### config.mk
export PLATFORM = sky130hd
export DESIGN_NAME = vip_cfg_responder_flat
export DESIGN_NICKNAME = d
export VERILOG_FILES = /design/src/rtl/vip_cfg_responder_if.sv /design/src/rtl/vip_cfg_responder.sv /design/src/flat_wrapper.sv
export SDC_FILE = /design/constraint.sdc
export NUM_CORES = 1
export LEC_CHECK = 0
export ABC_AREA = 1
export BUFFER_PORTS_ARGS = -buffer_cell sky130_fd_sc_hd__buf_2
export CORE_ASPECT_RATIO = 0.7
export CORE_MARGIN = 1.5
export CORE_UTILIZATION = 30
export CTS_CLUSTER_DIAMETER = 60
export DETAILED_ROUTE_END_ITERATION = 6
export GPL_TIMING_DRIVEN = 0
export PLACE_DENSITY_LB_ADDON = 0.05
export SLEW_MARGIN = 20
export SYNTH_ARGS = -nofsm -noshare
export SYNTH_HDL_FRONTEND = slang
export SYNTH_SLANG_ARGS = --single-unit
### constraint.sdc
create_clock -name clk -period 1.8 [get_ports clk]
set_input_delay 0.09 -clock clk [delete_from_list [all_inputs] [get_ports clk]]
set_output_delay 0.09 -clock clk [all_outputs]
set_load 0.05 [all_outputs]
### src/rtl/vip_cfg_responder_if.sv
// rtl/vip_cfg_responder_if.sv - Avalon-MM configuration bus bundle for vip_cfg_responder
// Ports: address/write/writedata/read driven by the master; readdata/readdatavalid/
// waitrequest driven by the slave.
interface vip_cfg_responder_if;
    logic [8:0]  address;
    logic        write;
    logic [31:0] writedata;
    logic        read;
    logic [31:0] readdata;
    logic        readdatavalid;
    logic        waitrequest;

    modport master (
        output address, write, writedata, read,
        input  readdata, readdatavalid, waitrequest
    );

    modport slave (
        input  address, write, writedata, read,
        output readdata, readdatavalid, waitrequest
    );
endinterface

### src/rtl/vip_cfg_responder.sv
// rtl/vip_cfg_responder.sv - VIP configuration register responder with frame-synchronous commit
// Ports: clk, reset_n (async active-low); bus (Avalon-MM slave); frame_start (frame boundary
// pulse); scl_*/mix_*/vm_* active geometry; run (per-unit running); commit (per-unit update pulse).
module vip_cfg_responder #(
    parameter int WAIT_CYCLES = 2,
    parameter int DW          = 12
) (
    input  logic               clk,
    input  logic               reset_n,
    vip_cfg_responder_if.slave bus,
    input  logic               frame_start,
    output logic [DW-1:0]      scl_w,
    output logic [DW-1:0]      scl_h,
    output logic [DW-1:0]      mix_bw,
    output logic [DW-1:0]      mix_bh,
    output logic [DW-1:0]      mix_px,
    output logic [DW-1:0]      mix_py,
    output logic               mix_en,
    output logic [DW-1:0]      vm_w,
    output logic [DW-1:0]      vm_h,
    output logic [DW-1:0]      vm_hfp,
    output logic [DW-1:0]      vm_hs,
    output logic [DW-1:0]      vm_hbl,
    output logic [DW-1:0]      vm_vfp,
    output logic [DW-1:0]      vm_vs,
    output logic [DW-1:0]      vm_vbl,
    output logic               vm_intl,
    output logic [2:0]         run,
    output logic [2:0]         commit
);
    localparam logic [7:0] WAIT_LD = 8'(WAIT_CYCLES);

    logic [7:0]    wcnt_q, wcnt_d;
    logic          wait_q, rdv_q;
    logic [31:0]   rdata_q, rd_val;
    logic [2:0]    run_q, pend_q, commit_q, go_wr, do_commit;

    // Shadow (bus-visible) and active (driven) register sets.
    logic [DW-1:0] sh_scl_q [2];
    logic [DW-1:0] ac_scl_q [2];
    logic [DW-1:0] sh_mix_q [4];   // bw, bh, px, py
    logic [DW-1:0] ac_mix_q [4];
    logic [DW-1:0] sh_vm_q  [8];   // w, h, hfp, hs, hbl, vfp, vs, vbl
    logic [DW-1:0] ac_vm_q  [8];
    logic [DW-1:0] sh_bank_q;
    logic          sh_en_q, ac_en_q, sh_intl_q, ac_intl_q, sh_valid_q;

    logic          wr_acc, rd_acc;
    logic          scl_hit, mix_hit, vm_hit;
    logic          scl_sel;
    logic [1:0]    mix_sel;
    logic [2:0]    vm_sel;

    assign wr_acc = bus.write && !wait_q;
    assign rd_acc = bus.read && !wait_q;

    assign go_wr[0] = wr_acc && (bus.address == 9'h000);
    assign go_wr[1] = wr_acc && (bus.address == 9'h080);
    assign go_wr[2] = wr_acc && (bus.address == 9'h100);

    // A same-cycle Go=0 cancels the pending commit so active values really are kept.
    // Video mode additionally waits for its shadow valid bit.
    always_comb begin
        do_commit = '0;
        for (int u = 0; u < 3; u++) begin
            do_commit[u] = frame_start && pend_q[u] && !(go_wr[u] && !bus.writedata[0]);
        end
        do_commit[2] = do_commit[2] && sh_valid_q;
    end

    always_comb begin
        scl_hit = 1'b0; scl_sel = 1'b0;
        mix_hit = 1'b0; mix_sel = 2'd0;
        vm_hit  = 1'b0; vm_sel  = 3'd0;
        case (bus.address)
            9'h003: begin scl_hit = 1'b1; scl_sel = 1'b0; end
            9'h004: begin scl_hit = 1'b1; scl_sel = 1'b1; end
            9'h083: begin mix_hit = 1'b1; mix_sel = 2'd0; end
            9'h084: begin mix_hit = 1'b1; mix_sel = 2'd1; end
            9'h088: begin mix_hit = 1'b1; mix_sel = 2'd2; end
            9'h089: begin mix_hit = 1'b1; mix_sel = 2'd3; end
            9'h106: begin vm_hit  = 1'b1; vm_sel  = 3'd0; end
            9'h107: begin vm_hit  = 1'b1; vm_sel  = 3'd1; end
            9'h109: begin vm_hit  = 1'b1; vm_sel  = 3'd2; end
            9'h10A: begin vm_hit  = 1'b1; vm_sel  = 3'd3; end
            9'h10B: begin vm_hit  = 1'b1; vm_sel  = 3'd4; end
            9'h10C: begin vm_hit  = 1'b1; vm_sel  = 3'd5; end
            9'h10D: begin vm_hit  = 1'b1; vm_sel  = 3'd6; end
            9'h10E: begin vm_hit  = 1'b1; vm_sel  = 3'd7; end
            default: ;
        endcase
    end

    always_comb begin
        rd_val = '0;
        if (scl_hit) rd_val = 32'(sh_scl_q[scl_sel]);
        if (mix_hit) rd_val = 32'(sh_mix_q[mix_sel]);
        if (vm_hit)  rd_val = 32'(sh_vm_q[vm_sel]);
        case (bus.address)
            9'h000: rd_val = {30'b0, pend_q[0], run_q[0]};
            9'h080: rd_val = {30'b0, pend_q[1], run_q[1]};
            9'h100: rd_val = {30'b0, pend_q[2], run_q[2]};
            9'h08A: rd_val = 32'(sh_en_q);
            9'h104: rd_val = 32'(sh_bank_q);
            9'h105: rd_val = 32'(sh_intl_q);
            9'h11E: rd_val = 32'(sh_valid_q);
            default: ;
        endcase
    end

    always_comb begin
        if (wr_acc)              wcnt_d = WAIT_LD;
        else if (wcnt_q != 8'd0) wcnt_d = wcnt_q - 8'd1;
        else                     wcnt_d = wcnt_q;
    end

    always_ff @(posedge clk or negedge reset_n) begin
        if (!reset_n) begin
            wcnt_q     <= '0;
            wait_q     <= 1'b0;
            rdv_q      <= 1'b0;
            rdata_q    <= '0;
            run_q      <= '0;
            pend_q     <= '0;
            commit_q   <= '0;
            sh_bank_q  <= '0;
            sh_en_q    <= 1'b0;
            ac_en_q    <= 1'b0;
            sh_intl_q  <= 1'b0;
            ac_intl_q  <= 1'b0;
            sh_valid_q <= 1'b0;
            for (int i = 0; i < 2; i++) begin sh_scl_q[i] <= '0; ac_scl_q[i] <= '0; end
            for (int i = 0; i < 4; i++) begin sh_mix_q[i] <= '0; ac_mix_q[i] <= '0; end
            for (int i = 0; i < 8; i++) begin sh_vm_q[i]  <= '0; ac_vm_q[i]  <= '0; end
        end else begin
            wcnt_q   <= wcnt_d;
            wait_q   <= (wcnt_d != 8'd0);
            rdv_q    <= rd_acc;
            commit_q <= do_commit;
            // Read samples pre-write shadow, so a simultaneous write is not visible.
            if (rd_acc) rdata_q <= rd_val;

            // Commits copy the pre-edge shadow; a coinciding shadow write lands after.
            if (do_commit[0]) for (int i = 0; i < 2; i++) ac_scl_q[i] <= sh_scl_q[i];
            if (do_commit[1]) begin
                for (int i = 0; i < 4; i++) ac_mix_q[i] <= sh_mix_q[i];
                ac_en_q <= sh_en_q;
            end
            if (do_commit[2]) begin
                for (int i = 0; i < 8; i++) ac_vm_q[i] <= sh_vm_q[i];
                ac_intl_q <= sh_intl_q;
            end

            // Go write after the commit clear, so a coinciding Go=1 leaves pend set.
            for (int u = 0; u < 3; u++) begin
                if (do_commit[u]) pend_q[u] <= 1'b0;
                if (go_wr[u]) begin
                    run_q[u]  <= bus.writedata[0];
                    pend_q[u] <= bus.writedata[0];
                end
            end

            if (wr_acc) begin
                if (scl_hit) sh_scl_q[scl_sel] <= bus.writedata[DW-1:0];
                if (mix_hit) sh_mix_q[mix_sel] <= bus.writedata[DW-1:0];
                if (vm_hit)  sh_vm_q[vm_sel]   <= bus.writedata[DW-1:0];
                case (bus.address)
                    9'h08A: sh_en_q    <= bus.writedata[0];
                    9'h104: sh_bank_q  <= bus.writedata[DW-1:0];
                    9'h105: sh_intl_q  <= bus.writedata[0];
                    9'h11E: sh_valid_q <= bus.writedata[0];
                    default: ;
                endcase
            end
        end
    end

    assign bus.waitrequest   = wait_q;
    assign bus.readdatavalid = rdv_q;
    assign bus.readdata      = rdata_q;

    assign scl_w   = ac_scl_q[0];
    assign scl_h   = ac_scl_q[1];
    assign mix_bw  = ac_mix_q[0];
    assign mix_bh  = ac_mix_q[1];
    assign mix_px  = ac_mix_q[2];
    assign mix_py  = ac_mix_q[3];
    assign mix_en  = ac_en_q && run_q[1];
    assign vm_w    = ac_vm_q[0];
    assign vm_h    = ac_vm_q[1];
    assign vm_hfp  = ac_vm_q[2];
    assign vm_hs   = ac_vm_q[3];
    assign vm_hbl  = ac_vm_q[4];
    assign vm_vfp  = ac_vm_q[5];
    assign vm_vs   = ac_vm_q[6];
    assign vm_vbl  = ac_vm_q[7];
    assign vm_intl = ac_intl_q;
    assign run     = run_q;
    assign commit  = commit_q;
endmodule
### src/flat_wrapper.sv
// flat-port wrapper written by rule: the top's interface ports become plain ports
module vip_cfg_responder_flat 
#(
    parameter int WAIT_CYCLES = 2,
    parameter int DW          = 12
)
  (clk, reset_n, frame_start, scl_w, scl_h, mix_bw, mix_bh, mix_px, mix_py, mix_en, vm_w, vm_h, vm_hfp, vm_hs, vm_hbl, vm_vfp, vm_vs, vm_vbl, vm_intl, run, commit, bus_address, bus_write, bus_writedata, bus_read, bus_readdata, bus_readdatavalid, bus_waitrequest);
  vip_cfg_responder_if bus_i ();
  input  logic clk;
  input  logic reset_n;
  input  logic frame_start;
  output logic [DW-1:0] scl_w;
  output logic [DW-1:0] scl_h;
  output logic [DW-1:0] mix_bw;
  output logic [DW-1:0] mix_bh;
  output logic [DW-1:0] mix_px;
  output logic [DW-1:0] mix_py;
  output logic mix_en;
  output logic [DW-1:0] vm_w;
  output logic [DW-1:0] vm_h;
  output logic [DW-1:0] vm_hfp;
  output logic [DW-1:0] vm_hs;
  output logic [DW-1:0] vm_hbl;
  output logic [DW-1:0] vm_vfp;
  output logic [DW-1:0] vm_vs;
  output logic [DW-1:0] vm_vbl;
  output logic vm_intl;
  output logic [2:0] run;
  output logic [2:0] commit;
  input wire logic [$bits(bus_i.address)-1:0] bus_address;
  input wire logic [$bits(bus_i.write)-1:0] bus_write;
  input wire logic [$bits(bus_i.writedata)-1:0] bus_writedata;
  input wire logic [$bits(bus_i.read)-1:0] bus_read;
  output wire logic [$bits(bus_i.readdata)-1:0] bus_readdata;
  output wire logic [$bits(bus_i.readdatavalid)-1:0] bus_readdatavalid;
  output wire logic [$bits(bus_i.waitrequest)-1:0] bus_waitrequest;
  assign bus_i.address = bus_address;
  assign bus_i.write = bus_write;
  assign bus_i.writedata = bus_writedata;
  assign bus_i.read = bus_read;
  assign bus_readdata = bus_i.readdata;
  assign bus_readdatavalid = bus_i.readdatavalid;
  assign bus_waitrequest = bus_i.waitrequest;
  vip_cfg_responder #(.WAIT_CYCLES(WAIT_CYCLES), .DW(DW)) u_core (.clk(clk), .reset_n(reset_n), .bus(bus_i), .frame_start(frame_start), .scl_w(scl_w), .scl_h(scl_h), .mix_bw(mix_bw), .mix_bh(mix_bh), .mix_px(mix_px), .mix_py(mix_py), .mix_en(mix_en), .vm_w(vm_w), .vm_h(vm_h), .vm_hfp(vm_hfp), .vm_hs(vm_hs), .vm_hbl(vm_hbl), .vm_vfp(vm_vfp), .vm_vs(vm_vs), .vm_vbl(vm_vbl), .vm_intl(vm_intl), .run(run), .commit(commit));
endmodule
==> results.md <==
* Number of buffers created by CTS at 44
* Combinational Power Share at 0.075
* Number of buffers added on ports at 215
* Reg clk slew, reported paths at 60 ps
* Remaining antenna violation count after routing at 0
* Max-cap violations at 0
* Clock share of power at 0.469
* CTS Root Cell: sky130_fd_sc_hd__clkbuf_16
* Number of instances in the synthesized netlist at 1994
* Min Tclk post-route at 1780 ps
* Worst skew pair latency at 580 ps
* Final Hold Fails at 0
* Internal portion of total power at 0.0146 W
* Sequential cell area fraction in the yosys report at 0.574
* Antenna violations before repair at 1
* Upper clock frequency limit at 562 MHz
* Detailed Route Iter0 Violations at 1333
* Crit path required time at 2250 ps
* Net count of the finished layout at 2353
* Sw power at 0.00496 W
* Fraction of post-synthesis cell area in the top cell type by area at 0.574
* Leakage dissipation at 10.6 nW
* IR drop worst, VDD at 0.000536 V
* Sum Neg Setup Slack at 0 ps
* Maximum fanout along the worst path at 10
* Run status: completed
* Routed wirelength normalized by instance count at 20.7 um
* Placement Rows at 72
* Actual transition at the worst max-transition pin at 1130 ps
* Filler cell count at 5721
* Flop and latch count out of synthesis at 384
* TritonCTS Sinks at 384
* Overflow left after global routing at 0
* Slew margin rel. at 0.247
* Largest net degree at the start of global routing at 94
* First-pass iteration count of the detailed router at 5
* Setup Crit Path Kind: in -> reg
* Type of the most critical hold path: in -> reg
* Area of the core at 0.0552 mm2
* Number of vias per cell after detailed routing at 4.83
* Width of the chip at 285 um
* Crit path arrival time at 2240 ps
* Routed Wire Length at 63600 um
* Initial standard-cell utilization of the core at 0.303
* Post-synth top area cell: sky130_fd_sc_hd__dfrtp_1
* Count of distinct cell types in the synthesized netlist at 38
* Via Count at 14852
* Top cells by area, synth: sky130_fd_sc_hd__dfrtp_1 57%, sky130_fd_sc_hd__nand2_1 14%, sky130_fd_sc_hd__o21ai_1 5.7%
* Post-synthesis async set-or-reset flop share at 1.00
* Overall die area at 0.0572 mm2
* Avg Cell Area, Syn at 8.39 um2
* Kind of capture point of the worst setup path: flop
* Worst Clk Skew at 19.1 ps
* HPWL reported at the end of detailed placement at 46500 um
* Overall Global Routing Usage at 0.220
* H-tree depth at 2
* Clock tree buffer depth at 3
* Total power divided by cell area at 932 mW/mm2
* Part of the total power dissipated in sequential elements at 0.457
* Global-route wire length before repair at 93500 um
* Routability congestion estimate at 0.902
* Post-layout util at 0.380
* Most frequently used flop master after synthesis: sky130_fd_sc_hd__dfrtp_1
* Startpoint type of the worst setup path: input port
* Die Span Y at 201 um
* Sw Ratio at 0.253
* Via count of the first global-routing pass at 14136
* TritonCTS clock tree: done
* Post-Syn Area at 0.0167 mm2
* Number of setup violations in the final report at 0
* Number of warning messages in the yosys log at 0
* Fraction of layout instances using a drive strength above 1 at 0.200
* Post-synth top cells: 644 x sky130_fd_sc_hd__nand2_1, 384 x sky130_fd_sc_hd__dfrtp_1, 191 x sky130_fd_sc_hd__o21ai_1
* Period utilisation layout at 0.989
* Max Transition Viols Final at 0
* Layout Area Growth over Synthesis at 25.4%
* Drc violations at 0
* Most frequently used cell type in the post-synthesis netlist: sky130_fd_sc_hd__nand2_1
* Num ports at 256
* Number of synthesized flops with an enable pin at 0
==> power by group through the flow <==
stage | clock (W) | combinational, W | sequential (W)
after global routing | 0.00978 | 0.00161 | 0.00895
after global placement | 0 | 0.00131 | 0.00909
final | 0.00917 | 0.00146 | 0.00894
after detailed placement | 0 | 0.00136 | 0.00909
after CTS | 0.00944 | 0.00143 | 0.00893
after floorplan | 0 | 0.000661 | 0.00917
==> what timing repair did <==
item	in CTS	in global routing
setup endpoints to repair	319	261
pin swaps	1	4
hold buffers	17	0
cloned	0	2
endpoints found under the hold margin	335	0
setup buffers	5	3
resized for setup	53	67
==> layer usage <==
metal	global-route usage	up-vias	routed length [um]
met5	0	-	0
met1	0.357	7398	32900
met4	0.0506	0	1070
li1	-	6971	-
met2	0.297	418	25600
met3	0.0372	65	4030
==> registers in the layout, indices dropped and copies added (netlist names), 8 cells and up <==
signal,count
u_core.sh_scl_q,24
u_core.vm_h,12
u_core.scl_h,12
u_core.bus.readdata,12
u_core.mix_px,12
u_core.vm_w,12
u_core.mix_bh,12
u_core.mix_bw,12
u_core.sh_mix_q,48
u_core.vm_vfp,12
u_core.scl_w,12
u_core.sh_bank_q,12
u_core.vm_hfp,12
u_core.sh_vm_q,96
u_core.mix_py,12
u_core.vm_hs,12
u_core.vm_hbl,12
u_core.vm_vbl,12
u_core.vm_vs,12
u_core.wcnt_q,8
==> cells in the final DEF, fill, tap and decap left out, types with 4 or more instances in the layout <==
master	Yosys	routed
sky130_fd_sc_hd__buf_16	0	4
sky130_fd_sc_hd__nand2_1	644	640
sky130_fd_sc_hd__nand4_1	15	15
sky130_fd_sc_hd__clkinv_2	0	5
sky130_fd_sc_hd__inv_2	16	17
sky130_fd_sc_hd__nor2_4	3	8
sky130_fd_sc_hd__nor2_1	44	40
sky130_fd_sc_hd__clkbuf_2	1	10
sky130_fd_sc_hd__conb_1	1	20
sky130_fd_sc_hd__clkbuf_8	0	16
sky130_fd_sc_hd__o21ai_0	157	155
sky130_fd_sc_hd__nand3_2	5	5
sky130_fd_sc_hd__clkbuf_1	49	39
sky130_fd_sc_hd__dfrtp_1	384	383
sky130_fd_sc_hd__buf_6	1	7
sky130_fd_sc_hd__nor3_2	1	4
sky130_fd_sc_hd__dlygate4sd3_1	0	16
sky130_fd_sc_hd__nand3b_1	10	10
sky130_fd_sc_hd__inv_1	181	180
sky130_fd_sc_hd__clkbuf_4	0	13
sky130_fd_sc_hd__nand2_2	9	10
sky130_fd_sc_hd__nand3_1	140	138
sky130_fd_sc_hd__buf_2	51	252
sky130_fd_sc_hd__clkbuf_16	0	46
sky130_fd_sc_hd__buf_4	25	40
sky130_fd_sc_hd__o21ai_1	191	190
sky130_fd_sc_hd__nor2_2	6	5
sky130_fd_sc_hd__xor2_1	4	4
sky130_fd_sc_hd__a21oi_1	23	22
==> cell type report <==
cell class | count | area (um2) | area share
plain buffers | 135 | 841 | 0.0401
repair buffers | 246 | 1480 | 0.0703
clock inverters | 10 | 109 | 0.00519
clock buffers | 67 | 1350 | 0.0643
multi-input cells | 1296 | 5920 | 0.282
inverters | 198 | 756 | 0.0360
well taps | 740 | 926 | 0.0441
flip-flops and latches | 384 | 9610 | 0.458
diodes | 2 | 5.00 | 0.000238
==> worst paths after layout <==
path / start / endpoint / slack, ps / cells after the start
max: bus_address[8] / u_core.bus.readdata[4] / 20 / 14
min: bus_address[1] / u_core.sh_valid_q / 50 / 5
max reg2reg: u_core.bus.waitrequest / u_core.vm_vs[7] / 110 / 8
min reg2reg: u_core.scl_w[0] / u_core.scl_w[0] / 470 / 2
max in group asynchronous: reset_n / u_core.vm_hbl[10] / 280 / 5
min in group asynchronous: reset_n / u_core.wcnt_q[3] / 490 / 3
==> cells by family (layout without fill, tap and decap cells) <==
group                      count (synthesis)  count (layout)  synth area share
AOI/OAI and AO/OA                        381             381             0.115
xor gates and xnor gates                   6               6           0.00314
adders and majority gates                  2               2           0.00149
buffers and inverters                    333             656            0.0846
DFF                                      384             384             0.574
muxes                                      1               1          0.000598
other                                      1              22          0.000224
and+or+nand+nor                          886             886             0.220
==> worst max-delay path: stages <==
cell and delay, ps:
sky130_fd_sc_hd__buf_2 190, sky130_fd_sc_hd__inv_2 120, sky130_fd_sc_hd__nor2_2 210, sky130_fd_sc_hd__nand4_1 200, sky130_fd_sc_hd__buf_4 200, sky130_fd_sc_hd__nand3_4 150, sky130_fd_sc_hd__buf_4 230, sky130_fd_sc_hd__nand2_1 70
sky130_fd_sc_hd__nand3_1 180, sky130_fd_sc_hd__nand2_1 90, sky130_fd_sc_hd__o21ai_1 270, sky130_fd_sc_hd__nand2_1 80, sky130_fd_sc_hd__nand2_1 90, sky130_fd_sc_hd__nand2_1 50
==> metrics by stage <==
stage	instance area, um2	power (W)	hold WS (ps)	cells	setup WS, ps
detailed placement	18900	0.0104	6.76	2972	-1240
finish	21000	0.0196	46.1	3078	19.2
global route	21000	0.0203	59.5	3076	-44.3
floorplan	16800	0.00983	-206	2013	0.398
CTS	20800	0.0198	5.35	3071	3.21
global placement	18800	0.0104	421	2968	-8200
Note: power is estimated with default switching activity, not from simulation.
